### src/rtl/pc_seq_pkg.sv
// Shared types and defaults for the fetch sequencer.
// Optional interrupt support is enabled with the PC_SEQ_IRQ_EN macro.
package pc_seq_pkg;

    typedef enum logic [1:0] {
        IDLE  = 2'd0,
        INIT  = 2'd1,
        FETCH = 2'd2,
        HALT  = 2'd3
    } state_t;

    typedef enum logic [2:0] {
        SEL_HOLD  = 3'd0,
        SEL_INIT  = 3'd1,
        SEL_IRQ   = 3'd2,
        SEL_ERET  = 3'd3,
        SEL_REDIR = 3'd4,
        SEL_SEQ   = 3'd5
    } pc_sel_t;

    localparam logic [15:0] RESET_VEC_DEFAULT = 16'h0000;
    localparam logic [15:0] IRQ_VEC_DEFAULT   = 16'h0004;

endpackage

### src/rtl/pc_next_mux.sv
// Priority select for the next PC value and the kill flag of the returning fetch.
// Interrupt/return sources exist only when PC_SEQ_IRQ_EN is defined.
module pc_next_mux
    import pc_seq_pkg::*;
#(
    parameter int unsigned         ADDR_W    = 16,
    parameter logic [ADDR_W-1:0]   RESET_VEC = RESET_VEC_DEFAULT,
    parameter logic [ADDR_W-1:0]   IRQ_VEC   = IRQ_VEC_DEFAULT
) (
    input  logic              load_init,
    input  logic              ack,
    input  logic              halting,
    input  logic              idle_redir,
    input  logic              br_taken,
    input  logic              redir_pend,
    input  logic [ADDR_W-1:0] br_target,
    input  logic [ADDR_W-1:0] redir_addr,
    input  logic [ADDR_W-1:0] pc_cur,
`ifdef PC_SEQ_IRQ_EN
    input  logic              irq_hit,
    input  logic              eret_hit,
    input  logic [ADDR_W-1:0] epc,
    output logic [ADDR_W-1:0] pc_ret,
`endif
    output logic [ADDR_W-1:0] pc_next,
    output logic              pc_en,
    output logic              fetch_kill
);

    localparam logic [ADDR_W-1:0] ONE = {{(ADDR_W-1){1'b0}}, 1'b1};

    pc_sel_t           sel;
    pc_sel_t           ret_sel;
    logic [ADDR_W-1:0] ret_val;
    logic [ADDR_W-1:0] redir_val;

    // Resolve the source priority; ret_sel is the choice an interrupt would preempt
    always_comb begin
        sel        = SEL_HOLD;
        ret_sel    = SEL_SEQ;
        fetch_kill = 1'b0;
        redir_val  = br_taken ? br_target : redir_addr;
`ifdef PC_SEQ_IRQ_EN
        if (eret_hit) begin
            ret_sel = SEL_ERET;
        end else if (br_taken || redir_pend) begin
            ret_sel = SEL_REDIR;
        end
`else
        if (br_taken || redir_pend) begin
            ret_sel = SEL_REDIR;
        end
`endif
        case (ret_sel)
`ifdef PC_SEQ_IRQ_EN
            SEL_ERET:  ret_val = epc;
`endif
            SEL_REDIR: ret_val = redir_val;
            default:   ret_val = pc_cur + ONE;
        endcase

        if (load_init) begin
            sel = SEL_INIT;
        end else if (ack) begin
            if (halting) begin
                fetch_kill = 1'b1;
            end else begin
                fetch_kill = (ret_sel != SEL_SEQ);
`ifdef PC_SEQ_IRQ_EN
                sel = irq_hit ? SEL_IRQ : ret_sel;
`else
                sel = ret_sel;
`endif
            end
        end else if (idle_redir) begin
            sel = ret_sel;
        end

        case (sel)
            SEL_INIT:  pc_next = RESET_VEC;
            SEL_IRQ:   pc_next = IRQ_VEC;
            SEL_ERET,
            SEL_REDIR,
            SEL_SEQ:   pc_next = ret_val;
            default:   pc_next = '0;
        endcase
        pc_en = (sel != SEL_HOLD);
    end

`ifdef PC_SEQ_IRQ_EN
    assign pc_ret = ret_val;
`endif

endmodule

### src/rtl/pc_sequencer.sv
// Fetch controller: sequences the PC register and the one-at-a-time
// instruction fetch handshake, with halt, stall and late redirects.
// Interrupt entry/return (irq, eret, irq_ack, epc) exists only when
// PC_SEQ_IRQ_EN is defined.
module pc_sequencer
    import pc_seq_pkg::*;
#(
    parameter int unsigned         ADDR_W    = 16,
    parameter logic [ADDR_W-1:0]   RESET_VEC = RESET_VEC_DEFAULT,
    parameter logic [ADDR_W-1:0]   IRQ_VEC   = IRQ_VEC_DEFAULT
) (
    input  logic              clk,
    input  logic              reset_n,
    input  logic              run,
    input  logic              stall,
    input  logic              halt,
    input  logic              br_taken,
    input  logic [ADDR_W-1:0] br_target,
    input  logic [ADDR_W-1:0] pc_cur,
    output logic [ADDR_W-1:0] pc_next,
    output logic              pc_en,
    output logic              imem_req,
    input  logic              imem_ack,
    output logic              fetch_kill,
    output logic              busy,
`ifdef PC_SEQ_IRQ_EN
    input  logic              irq,
    input  logic              eret,
    output logic              irq_ack,
    output logic [ADDR_W-1:0] epc,
`endif
    output logic              unused_never
);

    state_t            state;
    logic              outstanding;
    logic              redir_pend;
    logic              halt_pend;
    logic [ADDR_W-1:0] redir_addr;
    logic              in_fetch;
    logic              ack_v;
    logic              halting;
    logic              redir_req;
    logic              idle_redir;
`ifdef PC_SEQ_IRQ_EN
    logic              eret_pend;
    logic              ie;
    logic [ADDR_W-1:0] pc_ret;
    logic              eret_taken;
`endif

    assign unused_never = 1'b0;

    // Handshake decode. A request raised this cycle counts as in flight, so a
    // redirect in that cycle is latched rather than moving the PC under it.
    always_comb begin
        in_fetch   = (state == FETCH);
        imem_req   = in_fetch && (outstanding || !stall);
        ack_v      = imem_req && imem_ack;
        halting    = ack_v && (halt || halt_pend);
`ifdef PC_SEQ_IRQ_EN
        redir_req  = br_taken || eret;
        irq_ack    = ack_v && !halting && irq && ie;
        eret_taken = (ack_v && !halting && !irq_ack && (eret || eret_pend))
                   || (in_fetch && !imem_req && eret);
`else
        redir_req  = br_taken;
`endif
        idle_redir = in_fetch && !imem_req && redir_req;
    end

    pc_next_mux #(
        .ADDR_W    (ADDR_W),
        .RESET_VEC (RESET_VEC),
        .IRQ_VEC   (IRQ_VEC)
    ) u_mux (
        .load_init  (state == INIT),
        .ack        (ack_v),
        .halting    (halting),
        .idle_redir (idle_redir),
        .br_taken   (br_taken),
        .redir_pend (redir_pend),
        .br_target  (br_target),
        .redir_addr (redir_addr),
        .pc_cur     (pc_cur),
`ifdef PC_SEQ_IRQ_EN
        .irq_hit    (irq && ie),
        .eret_hit   (eret || eret_pend),
        .epc        (epc),
        .pc_ret     (pc_ret),
`endif
        .pc_next    (pc_next),
        .pc_en      (pc_en),
        .fetch_kill (fetch_kill)
    );

    // Control FSM with the outstanding, redirect, halt and interrupt bookkeeping
    always_ff @(posedge clk) begin
        if (!reset_n) begin
            state       <= IDLE;
            busy        <= 1'b0;
            outstanding <= 1'b0;
            redir_pend  <= 1'b0;
            halt_pend   <= 1'b0;
            redir_addr  <= '0;
`ifdef PC_SEQ_IRQ_EN
            eret_pend   <= 1'b0;
            ie          <= 1'b1;
            epc         <= '0;
`endif
        end else begin
            case (state)
                IDLE: begin
                    if (run) begin
                        state <= INIT;
                    end
                end
                INIT: begin
                    state <= FETCH;
                    busy  <= 1'b1;
                end
                FETCH: begin
                    if (halting) begin
                        state       <= HALT;
                        busy        <= 1'b0;
                        outstanding <= 1'b0;
                        halt_pend   <= 1'b0;
                        redir_pend  <= 1'b0;
`ifdef PC_SEQ_IRQ_EN
                        eret_pend   <= 1'b0;
`endif
                    end else begin
                        outstanding <= imem_req && !imem_ack;
                        if (halt) begin
                            halt_pend <= 1'b1;
                        end
                        if (ack_v) begin
                            redir_pend <= 1'b0;
                        end else if (imem_req && br_taken) begin
                            redir_pend <= 1'b1;
                            redir_addr <= br_target;
                        end
`ifdef PC_SEQ_IRQ_EN
                        if (ack_v) begin
                            eret_pend <= 1'b0;
                        end else if (imem_req && eret) begin
                            eret_pend <= 1'b1;
                        end
                        if (irq_ack) begin
                            epc <= pc_ret;
                            ie  <= 1'b0;
                        end else if (eret_taken) begin
                            ie  <= 1'b1;
                        end
`endif
                    end
                end
                HALT: begin
                    if (run) begin
                        state <= FETCH;
                        busy  <= 1'b1;
                    end
                end
                default: state <= IDLE;
            endcase
        end
    end

endmodule

### config.mk
export PLATFORM = sky130hd
export DESIGN_NAME = pc_sequencer
export DESIGN_NICKNAME = d
export VERILOG_FILES = /design/src/rtl/pc_seq_pkg.sv /design/src/rtl/pc_next_mux.sv /design/src/rtl/pc_sequencer.sv
export SDC_FILE = /design/constraint.sdc
export NUM_CORES = 1
export LEC_CHECK = 0
export ABC_AREA = 1
export CAP_MARGIN = 20
export CORE_MARGIN = 5
export CORE_UTILIZATION = 45
export DETAILED_ROUTE_END_ITERATION = 12
export HOLD_SLACK_MARGIN = 0.02
export PLACE_DENSITY_LB_ADDON = 0.05
export REMOVE_ABC_BUFFERS = 1
export SLEW_MARGIN = 40
export SYNTH_ARGS = -nofsm -noshare
export SYNTH_HDL_FRONTEND = slang
export SYNTH_SLANG_ARGS = --single-unit
### constraint.sdc
create_clock -name clk -period 1.4 [get_ports clk]
set_input_delay 0.14 -clock clk [delete_from_list [all_inputs] [get_ports clk]]
set_output_delay 0.14 -clock clk [all_outputs]
set_load 0.02 [all_outputs]
# Word-level counts from Yosys, hierarchy flattened
# Index checks and enable logic that the tools add are counted.
totals:
  ff_bits: 22
  latch_bits: 0
  ramBits: 0
  mem_bits_ro: 0
  input_bits: 39
  output_inout_bits: 21
  elab_cells: 69
  mem_count: 0
classes:
  addsub: 1
  n_mul: 0
  div_mod_pow: 0
  order_cmp: 0
  eq_ne: 12
  n_shift: 0
  n_mux: 24
  bitwise: 2
  n_reduce_logical: 24
op_table:
  columns: ["cell", "n"]
  rows:
  - ["16-bit two-way mux", 2]
  - ["16-bit one-hot mux with 2 select lines", 1]
  - ["16-bit by 1-bit adder with 16-bit output, second input constant", 1]
  - ["1-bit two-way mux", 12]
  - ["3-bit two-way mux", 4]
  - ["3-bit == test, second input constant", 3]
  - ["3-bit nonzero test", 3]
  - ["2-bit one-hot mux with 4 select lines", 1]
  - ["1-bit logical AND", 7]
  - ["3-bit by 2-bit == test with 1-bit output, second input constant", 2]
  - ["2-bit two-way mux", 3]
  - ["3-bit AND reduction", 2]
  - ["2-bit == test, second input constant", 2]
  - ["2-bit != test, second input constant", 2]
  - ["2-bit AND reduction", 2]
  - ["4-bit AND reduction", 1]
  - ["1-bit logical NOT", 3]
  - ["1-bit logical OR", 3]
  - ["3-bit != test, second input constant", 1]
  - ["1-bit one-hot mux with 3 select lines", 1]
  - ["3-bit OR reduction", 1]
  - ["2-bit by 1-bit == test with 1-bit output, second input constant", 1]
  - ["2-bit logical NOT", 1]
  - ["2-bit by 1-bit != test with 1-bit output, second input constant", 1]
  - ["other kinds (2)", 3]

# Depth between registers and ports, before layout
# Gate-level depths: netlist of run 1.
depth:
  depth_word: 12
  mapped_depth: 10
  mapped_depth_nobuf: 9

# By module
# From an unflattened synthesis of run 1, not the netlist that was laid out.
unflattened:
  hier_cells: 300
  area_unflattened_um2: 1751.7
by_module_without_submodules:
  columns: ["module", "instances", "cells_each", "area_each_um2", "seq_area_each_um2"]
  rows:
  - ["pc_sequencer", 1, 144, 979.7, 440.4]
  - ["pc_next_mux", 1, 156, 772.0, 0.0]

# Least setup slack after synthesis of run 1
# OpenSTA, ideal clock, no wires.
synth_path:
  kind: "register to output"
  from: "register state[0]"
  to: "output port pc_next[0]"
  arrival_time_ns: 1.421
  required_time_ns: 1.260
  path_slack_ns: -0.161
  stages_incl_launch_ff: 9
  n_path_buf: 1
  cell_sequence: "dfxtp_1 -> inv_1 -> nand2_2 -> nor2_4 -> nand2_2 -> nand2_2 -> nand2_4 -> buf_6 -> a21oi_1"
synth_between:
  elab_chain_cells: 11
  elab_cells_between_ends: 18
  cone_classes: "eq/ne: 6; mux: 5; reduce/logical: 7"
synth_rtl:
  columns: ["element", "line", "text"]
  rows:
  - ["start: declaration", "pc_sequencer.sv:35", "state_t state;"]
  - ["start signal: assignment", "pc_sequencer.sv:100", "state <= IDLE;"]
  - ["start signal: assignment", "pc_sequencer.sv:115", "state <= INIT;"]
  - ["start signal: assignment", "pc_sequencer.sv:119", "state <= FETCH;"]
  - ["2-bit == test *", "pc_sequencer.sv:57", "in_fetch = (state == FETCH);"]
  - ["1-bit logical AND *", "pc_sequencer.sv:58", "imem_req = in_fetch && (outstanding || !stall);"]
  - ["via imem_req", "pc_sequencer.sv:22", "output logic imem_req,"]
  - ["1-bit logical NOT", "pc_sequencer.sv:69", "idle_redir = in_fetch && !imem_req && redir_req;"]
  - ["1-bit logical AND (2 in a row)", "pc_sequencer.sv:69", null]
  - ["3-bit two-way mux", "pc_next_mux.sv:75", "end else if (idle_redir) begin"]
  - ["3-bit two-way mux *", "pc_next_mux.sv:64", "end else if (ack) begin"]
  - ["3-bit two-way mux *", "pc_next_mux.sv:62", "if (load_init) begin"]
  - ["3-bit by 2-bit == test with 1-bit output or 3-bit == test (tied branches)", "pc_next_mux.sv:79", "case (sel)"]
  - ["3-bit OR reduction", "pc_next_mux.sv:79", null]
  - ["16-bit one-hot mux with 2 select lines *", "pc_next_mux.sv:79", null]
  - ["end: declaration", "pc_sequencer.sv:20", "output logic [ADDR_W-1:0] pc_next,"]
# The timed path passes the listed nets; every way through them passes the cells marked *.

# Final worst setup path of run 1
layout_path:
  from: "register state[0]"
  to: "output port fetch_kill"
layout_between:
  elab_chain_cells: 7
  elab_cells_between_ends: 8
  cone_classes: "eq/ne: 2; mux: 3; reduce/logical: 3"
layout_rtl:
  columns: ["element", "line", "text"]
  rows:
  - ["2-bit == test", "pc_sequencer.sv:57", null]
  - ["1-bit logical AND", "pc_sequencer.sv:58", null]
  - ["1-bit logical AND", "pc_sequencer.sv:59", "ack_v = imem_req && imem_ack;"]
  - ["1-bit logical AND", "pc_sequencer.sv:60", "halting = ack_v && (halt || halt_pend);"]
  - ["1-bit two-way mux", "pc_next_mux.sv:65", "if (halting) begin"]
  - ["1-bit two-way mux", "pc_next_mux.sv:64", null]
  - ["1-bit two-way mux *", "pc_next_mux.sv:62", null]
  - ["end: declaration", "pc_sequencer.sv:24", "output logic fetch_kill,"]
# Mark *: on every way between the ends. The rest lies on a longest branch, timed or not.

==> key figures, run 1 <==
STA
  • Final Hold Fails: 0
  • Setup WS post-layout: -313 ps
  • Slew Limit Fails: 0
  • Tcrit/Tclk final: 122%
  • Fmax: 584 MHz
  • Final min period: 1710 ps
  • Finish-stage setup viols: 18
  • Fin Clk Skew: 2.36 ps
  • RSZ-0062 raised after global routing: true

Power
  • PD cells: 636 nW/um^2
  • Leakage: 1.24 nW
  • P_sw: 0.000562 W
  • Seq pwr share: 37.6%
  • Pwr Total: 0.00178 W
  • Worst VDD drop: 0.511 mV
  • Pint: 0.00122 W
  • Clock Power Share: 26.1%
  • Net Sw Frac: 31.6%
  • Combinational Power Share: 36.3%

Global route
  • GR peak layer: met2
  • Met2 Use GR: 36.4%
  • Vias in the first global route: 1977
  • Met1 usage: 27.6%
  • Largest net degree at the start of global routing: 13
  • Global route overflow: 0
  • First-pass GRT wire length: 8920 um
  • Total GRT Usage: 21.4%
  • Met3 Use GR: 4.69%
  • Initial antenna violation count: 0

Route
  • Post-route ant nets: 0
  • Vias per cell: 4.97
  • 1st-iter DRT viols: 168
  • Pre-Repair DR Iteration Count: 4
  • Via count: 2106
  • Drt wl/cell: 12.9 um
  • Final wirelength: 5480 um
  • DRC viols: 0

Place
  • Port Buffer Count: 58
  • DP Wirelength: 3830 um
  • DP Area: 2530 sq um
  • Gp weighted congestion: 0.812

Floorplanning
  • Horiz. Die Dim: 70.7 um
  • Row cnt: 22
  • Ports: 60
  • Core Area: 3610 sq um
  • Die height: 70.7 um
  • Die area: 4990 sq um
  • Initial Util: 45.9%

Critical path
  • Worst R2R End: state[0]
  • CP max stage cell: dfxtp_4
  • Reg2Reg Setup Slack: 70 ps
  • Worst r2r src: state[1]
  • Critical Path End Type: primary output
  • Worst EP required: 1260 ps
  • Worst reg-to-reg path cell count: 8
  • Crit Path Max Fanout: 3
  • Critical path type: flop to primary output
  • Critical Path, Cell by Cell: inv_4 > nand2_4 > nor2_4 > nand2_2 > buf_4 > buf_4 > buf_4 > a21oi_2 > buf_4
  • CP dominant cell by count: buf_4
  • CP Launch Type: flop
  • CP Data Arrival Time: 1570 ps
  • Critical Path Max Stage Delay: 370 ps

Worst hold path
  • HP Start: redir_addr[4]
  • Worst Hold Depth: 2
  • Worst Hold Path EP: redir_addr[4]
  • Hold Path Class: flop to flop

Clock tree
  • Clk sinks: 22
  • Num CTS Buffers: 3
  • CTS Buffer Depth: 2
  • CTS Hold Bufs: 0
  • Clock-pin slew on the worst setup and hold paths: 80 ps
  • Worst-Skew Late Latency: 260 ps
  • CTS HTree Levels: 1
  • CTS tree: done
  • CTS root buffer: clkbuf_8

Layout
  • # fillers: 290
  • Fin area: 2790 sq um
  • Final #Nets: 417
  • Synth-to-layout area growth: 68.6%
  • Antenna fix cells: 0
  • Layout cell share with drive strength beyond 1: 33.5%

Synth
  • Number of synthesized flops with an enable pin: 0
  • Synth warn: 0
  • Sequential share of the synthesized area: 26.6%
  • Synthesis-stage register bit count: 22
  • Mapped Cells: 276
  • Mean Syn Cell Area: 6.00 sq um
  • Synthesized area: 1660 sq um
  • Top FF cell, synth: dfxtp_1
  • Async SR Flop Fraction: 0%
  • Unique masters post-synth: 30

Outcome
  • Status: finished, violations left
  • Failing checks: setup timing

Flow run
  • Total of max-cap violations: 0
cells by family (layout without fill, tap and decap cells):
kind of cell	count (synthesis)	count (layout)	synth area share (%)
flops	22	22	26.6
compound gates	65	65	21.1
fa+ha+maj	1	1	0.755
simple gates	146	147	40.6
buf+inv	40	139	10.3
xor+xnor	1	1	0.529
other cells	1	1	0.226
synth_stat cells (3+ instances only):
library cell,n,area share (%)
dfxtp_1,22,27
nor2_4,4,2.7
nor3_2,3,1.8
o21ai_0,38,11
inv_1,25,5.7
inv_2,4,0.91
nand2_2,5,1.9
nand2_1,45,10
a21oi_1,20,6.0
buf_2,3,0.91
or2_2,3,1.1
nand3_1,13,3.9
nor2_1,66,15
clkbuf_1,4,0.91
metrics by stage:
step | instances | hold WS, ps | utilization (%) | setup slack, ps | TNS [ps]
floorplan | 265 | 276 | - | -529 | -3250
global placement | 408 | 436 | 70.1 | -909 | -16850
detailed placement | 408 | 444 | 70.1 | -946 | -17710
CTS | 418 | 456 | 74.4 | -268 | -4050
global route | 424 | 476 | 77.4 | -408 | -6290
finish | 424 | 455 | 77.4 | -313 | -4690
routing by layer:
layer,vias up,part of all wire [%]
li1,1096,-
met1,948,45
met2,56,48
met3,6,6.3
met4,0,0.80
met5,-,0
timing repair:
item,4_1_cts,5_1_grt
pin swaps,8,3
cloned,1,0
endpoints found under the setup margin,19,27
buffers inserted,5,6
resized for setup,134,29
cell type report:
type / instances / area (sq um) / area share, %
Sequential cell: 22 / 449 / 16.1
Timing Repair Buffer: 106 / 917 / 32.8
Clock buffer: 4 / 55.1 / 1.97
Inverter: 29 / 124 / 4.44
Multi-Input combinational cell: 215 / 1190 / 42.5
Tap cell: 48 / 60.1 / 2.15
flip-flops by register name, indices dropped and copies added (netlist names):
signal	flops
halt_pend	1
state	2
redir_addr	16
outstanding	1
redir_pend	1
busy	1
power groups by stage:
stage,clock network [W],registers (W),logic (W)
finish,0.000463,0.000668,0.000646
global route,0.000500,0.000671,0.000702
CTS,0.000477,0.000665,0.000598
detailed placement,0,0.000677,0.000563
global placement,0,0.000676,0.000560
floorplan,0,0.000680,0.000241
worst max-delay path: cells and delay by family, from the launching register on:
kind	cells	cell delay, ps
AO/OA/AOI/OAI	1	100
flip-flops	1	370
AND/OR/NAND/NOR	3	240
buffers and inverters	5	590
layout by cell type, fill, tap and decap left out, types with 4 or more instances in the layout:
| master | instances |
|---|---|
| buf_4 | 57 |
| buf_6 | 7 |
| nand2_2 | 6 |
| nor2_1 | 59 |
| o21ai_0 | 31 |
| inv_2 | 4 |
| a21oi_2 | 7 |
| clkbuf_8 | 4 |
| nand2_1 | 41 |
| a21oi_1 | 12 |
| inv_1 | 21 |
| nor2_2 | 5 |
| o21ai_1 | 6 |
| nor2_4 | 6 |
| dlygate4sd2_1 | 8 |
| nand3_1 | 11 |
| dfxtp_1 | 19 |
| nand2_4 | 4 |
| clkdlybuf4s50_1 | 31 |
worst max-delay path by stage:
stage                     from           to  slack [ps]
floorplan           redir_pend   pc_next[0]        -530
global placement     pc_cur[0]  pc_next[14]        -910
detailed placement   pc_cur[0]  pc_next[14]        -950
CTS                   state[0]   pc_next[3]        -270
global route          state[1]  pc_next[10]        -410
finish                state[0]   fetch_kill        -310
(Power assumes the default switching activity.)
==> inputs of run 2 (changes only) <==
Settings changed: CORE_UTILIZATION 45 to 30, CTS_CLUSTER_DIAMETER set to 40.
==> run 2 against run 1 <==
- the flow still finishes with violations (setup timing)
- global-route usage decreased by 5.4 points
- sequential power about the same
- core utilization is 23 points lower
- critical path depth is 2 higher
- clock power up 33%
- final cell count increased by 8.3%
- register-to-register slack worse by 50 ps
- non-clock buffer count is 12 higher
- via count shrank 0.14%
- critical path type unchanged
- largest cell class unchanged
==> key figures, run 2 (synthesis gave the netlist of run 1 again) <==
Outcome
  • Status: finished, violations left
  • Failing checks: setup timing

STA
  • RSZ-0062 raised after global routing: true
  • Tcrit/Tclk final: 124%
  • Final Hold Fails: 0
  • Min Hold Slack: 454 ps
  • Fmax: 576 MHz
  • Fin Clk Skew: 5.29 ps
  • Slew Limit Fails: 0
  • Final min period: 1740 ps
  • Finish-stage setup viols: 18
  • Setup WS post-layout: -338 ps

Global route
  • Global route overflow: 0
  • Initial antenna violation count: 0
  • Largest net degree at the start of global routing: 17
  • First-pass GRT wire length: 9380 um
  • Total GRT Usage: 16.0%
  • Vias in the first global route: 2018

Layout
  • Synth-to-layout area growth: 77.9%
  • Final #Nets: 428
  • Largest register FFs: 16
  • Util after Layout: 54.2%
  • Antenna fix cells: 0
  • Layout cell share with drive strength beyond 1: 36.4%
  • Most frequent cells in the layout: buf_4, nor2_1, nand2_1, o21ai_0, clkdlybuf4s50_1
  • Biggest registers after layout: redir_addr: 16 flops, state: 2 flops
  • # fillers: 573
  • Most common cell after layout, fill and taps aside: buf_4
  • Top reg by flops: redir_addr

Critical path
  • Worst EP required: 1260 ps
  • Critical path type: flop to primary output
  • CP Data Arrival Time: 1600 ps
  • Crit Path Max Fanout: 4
  • Critical Path End Type: primary output
  • CP Launch Type: flop

Route
  • Final wirelength: 5720 um
  • DRC viols: 0
  • Drt wl/cell: 12.5 um
  • 1st-iter DRT viols: 56
  • Pre-Repair DR Iteration Count: 4
  • Post-route ant nets: 0
  • Via count: 2103
  • Vias per cell: 4.58

Power
  • PD cells: 660 nW/um^2
  • Leakage: 1.32 nW
  • Worst VDD drop: 0.469 mV

Floorplanning
  • Die area: 7110 sq um
  • Core Area: 5440 sq um
  • Initial Util: 30.5%
  • Horiz. Die Dim: 84.3 um
  • Row cnt: 27
  • Die height: 84.3 um
  • Ports: 60

Clock tree
  • CTS root buffer: clkbuf_8
  • CTS tree: done
  • Clk sinks: 22
  • Num CTS Buffers: 3
  • Clock-pin slew on the worst setup and hold paths: 90 ps
  • Worst-Skew Late Latency: 270 ps
  • CTS Buffer Depth: 2
  • CTS HTree Levels: 1
  • CTS Hold Bufs: 0

Place
  • Pre-CTS setup slack: -936 ps
  • Port Buffer Count: 58
  • Gp weighted congestion: 0.757
  • DP Wirelength: 4310 um

Worst hold path
  • Hold Path Class: flop to flop

Flow run
  • Total of max-cap violations: 0
-- run 2: critical path: stages, from the launching register on --
cell and delay (ps):
dfxtp_4 370, inv_4 70, nand2_4 50, nor2_4 110, nand2_2 70, nand2_2 80, nand2_4 90, buf_4 150
nor2_4 90, o21ai_2 60, inv_1 60, buf_6 110
-- run 2: what timing repair did --
action                                  CTS  global route
resized for setup                       145            31
endpoints found under the setup margin   30            29
setup buffers                             5            12
pin swaps                                 4             3
-- run 2: path summary, 6_finish.rpt --
kind	to	start	cells past startpoint	slack, ps
worst max-delay path	pc_next[11]	state[0]	11	-340
worst min-delay path	redir_addr[4]	redir_addr[4]	2	450
worst max register to register	busy	state[1]	10	20
worst min register to register	redir_addr[4]	redir_addr[4]	2	450
-- run 2: cell type report --
| class | count | area [sq um] | share of cell area (%) |
|---|---|---|---|
| inverters | 29 | 121 | 4.12 |
| multi-input cells | 214 | 1190 | 40.2 |
| clock buffers | 3 | 41.3 | 1.40 |
| flip-flops and latches | 22 | 449 | 15.2 |
| clock inverters | 1 | 30.0 | 1.02 |
| well taps | 72 | 90.1 | 3.06 |
| repair buffers | 118 | 1030 | 34.9 |
-- run 2: per-layer routing --
metal  vias up  part of all wire (%)  wire [um]  global-route usage, %
li1       1106                     -          -                      -
met2        36                    48       2760                   26.8
met4         0                  0.96         55                   3.95
met1       956                    47       2670                   21.4
met3         5                   4.1        237                   2.75
met5         -                     0          0                      0
-- run 2: through the flow --
stage | power [W] | std cells | TNS, ps | area [sq um]
after global routing | 0.00206 | 459 | -6650 | 2950
after detailed placement | 0.00126 | 438 | -18740 | 2600
after floorplan | 0.000920 | 265 | -3250 | 1600
after global placement | 0.00126 | 438 | -18700 | 2600
after CTS | 0.00190 | 447 | -4970 | 2770
final | 0.00195 | 459 | -5080 | 2950
-- run 2: report_power, final --
part | internal [W] | leakage [nW] | total, W | switching [W]
registers | 0.000649 | 0.180 | 0.000667 | 0.0000185
logic | 0.000331 | 1.10 | 0.000664 | 0.000333
clock network | 0.000382 | 0.0357 | 0.000614 | 0.000232
total | 0.00136 | 1.32 | 0.00195 | 0.000584
==> inputs of run 3 (changes only) <==
Clock period 1.4 ns to 1.89 ns, I/O delays scaled along.
==> run 3 against run 2 <==
- the run now ends clean
- critical path depth fell by 3
- sequential share of layout area rose by 1.2 points
- worst hold slack better by 1.4 ps
- combinational power shrank 35%
- design area down 8.6%
- final cell count down 3.7%
- die area stayed put
- power down 29%
- flip-flop and latch count stayed put
- non-clock buffer count fell by 17
- clock skew rose by 0.90 ps
- wire length fell by 4.9%
- critical path type is now input pin to primary output
- critical endpoint is now pc_next[6]
- largest cell class unchanged
==> key figures, run 3 (synthesis gave the netlist of run 1 again) <==
Layout
  • Antenna fix cells: 0
  • Multi-input gate area: 1110 sq um
  • Largest register FFs: 16
  • Most frequent cells in the layout: nor2_1, buf_4, nand2_1, o21ai_0, clkdlybuf4s50_1
  • # fillers: 604
  • Register area: 444 sq um
  • Layout cell share with drive strength beyond 1: 28.6%
  • Fin cells: 442
  • Synth-to-layout area growth: 62.7%
  • Biggest registers after layout: redir_addr: 16 flops, state: 2 flops
  • Most common cell after layout, fill and taps aside: nor2_1
  • Top reg by flops: redir_addr
  • Final #Nets: 411

Worst hold path
  • Hold Path Class: flop to flop
  • HP Start: redir_addr[0]

Route
  • Vias per cell: 4.49
  • Final wirelength: 5440 um
  • Pre-Repair DR Iteration Count: 6
  • Via count: 1986
  • DRC viols: 0
  • 1st-iter DRT viols: 88
  • Drt wl/cell: 12.3 um
  • Post-route ant nets: 0

STA
  • Finish-stage setup viols: 0
  • RSZ-0062 raised after global routing: true
  • Fin Clk Skew: 6.19 ps
  • Fmax: 558 MHz
  • Slew Limit Fails: 0
  • Final Hold Fails: 0
  • Setup TNS: 0 ps
  • Final min period: 1790 ps
  • Tcrit/Tclk final: 94.8%

Place
  • DP Wirelength: 4280 um
  • Port Buffer Count: 58
  • Gp weighted congestion: 0.781
  • Cells after DPL: 438

Clock tree
  • CTS tree: done
  • CTS Buffer Depth: 2
  • CTS HTree Levels: 1
  • Clk sinks: 22
  • CTS root buffer: clkbuf_8
  • Worst-Skew Late Latency: 270 ps
  • Num CTS Buffers: 3
  • CTS Hold Bufs: 0
  • Clock-pin slew on the worst setup and hold paths: 90 ps

Global route
  • Total GRT Usage: 16.0%
  • First-pass GRT wire length: 9540 um
  • GR peak layer: met2
  • Met1 usage: 20.3%
  • Vias in the first global route: 2018
  • Largest net degree at the start of global routing: 15
  • Initial antenna violation count: 0
  • Met3 Use GR: 3.14%
  • Global route overflow: 0
  • Met2 Use GR: 27.8%

Critical path
  • CP Launch Type: input pin
  • Worst setup path start: pc_cur[4]
  • CP Data Arrival Time: 1600 ps
  • Worst r2r src: outstanding
  • Critical path type: input pin to primary output
  • Worst reg-to-reg path cell count: 8
  • Worst R2R End: redir_addr[8]
  • Capture point of the worst path: pc_next[6]
  • Worst EP required: 1700 ps
  • Critical Path End Type: primary output
  • Crit Path Max Fanout: 4
  • Reg2Reg Setup Slack: 530 ps

Power
  • PD cells: 511 nW/um^2
  • Leakage: 1.26 nW
  • Worst VDD drop: 0.357 mV

Outcome
  • Status: completed

Floorplanning
  • Initial Util: 30.5%
  • Row cnt: 27
  • Core Area: 5440 sq um
  • Ports: 60
  • Die area: 7110 sq um
  • Horiz. Die Dim: 84.3 um
  • Die height: 84.3 um

Flow run
  • Total of max-cap violations: 0
==> run 3: cell count changes in the layout (fill, tap and decap cells not counted), sizes merged <==
cell	delta
buf	-20
clkdlybuf4s50	+3
clkdlybuf4s15	+1
dlymetal6s2s	+4
dlygate4sd2	-5
==> run 3: cell type report <==
cell class | count | area share [%]
timing repair buffer | 101 | 32.4
inverter | 29 | 4.13
sequential | 22 | 16.5
clock buffer | 3 | 1.53
tap | 72 | 3.34
multi-input combinational | 214 | 41.0
clock inverter | 1 | 1.11
==> run 3: critical path, cell delays in order <==
cell and delay, ps:
clkdlybuf4s50_1 440, nand2_1 130, buf_4 130, nor2_4 40, or2_2 280, a21oi_2 180
nor3_2 50, buf_2 160
==> run 3: worst min-delay path by stage <==
stage	endpoint	slack [ps]	depth (start not counted)
final	redir_addr[0]	450	2
after global routing	redir_addr[4]	480	2
after CTS	redir_addr[0]	450	2
after detailed placement	redir_addr[0]	440	2
after global placement	redir_addr[0]	430	2
after floorplan	redir_addr[10]	320	2
==> run 3: through the flow <==
| stage | setup slack [ps] | area (sq um) | hold WS, ps | total power, W | utilization, % |
|---|---|---|---|---|---|
| after floorplan | -88.4 | 1600 | 325 | 0.000682 | - |
| after global placement | -534 | 2600 | 435 | 0.000938 | 47.8 |
| after detailed placement | -535 | 2600 | 441 | 0.000937 | 47.8 |
| after CTS | -45.4 | 2660 | 453 | 0.00139 | 49.0 |
| after global routing | -42.8 | 2700 | 481 | 0.00147 | 49.6 |
| final | 98.4 | 2700 | 455 | 0.00138 | 49.6 |
==> run 3: metal layers <==
layer / vias to the layer above / wire, um / part of all wire, %
li1: 1072 / - / -
met1: 879 / 2550 / 47
met2: 33 / 2630 / 48
met3: 2 / 227 / 4.2
met4: 0 / 33 / 0.61
met5: - / 0 / 0
==> run 3: what timing repair did <==
action	4_1_cts	5_1_grt
setup buffers	0	0
gates resized for setup	87	26
pin swaps	1	2
endpoints found under the setup margin	19	16
==> run 3: report_power, final <==
| part | switching, W | internal [W] |
|---|---|---|
| sequential | 0.0000113 | 0.000481 |
| clock | 0.000172 | 0.000283 |
| combinational | 0.000219 | 0.000211 |
| total | 0.000403 | 0.000975 |
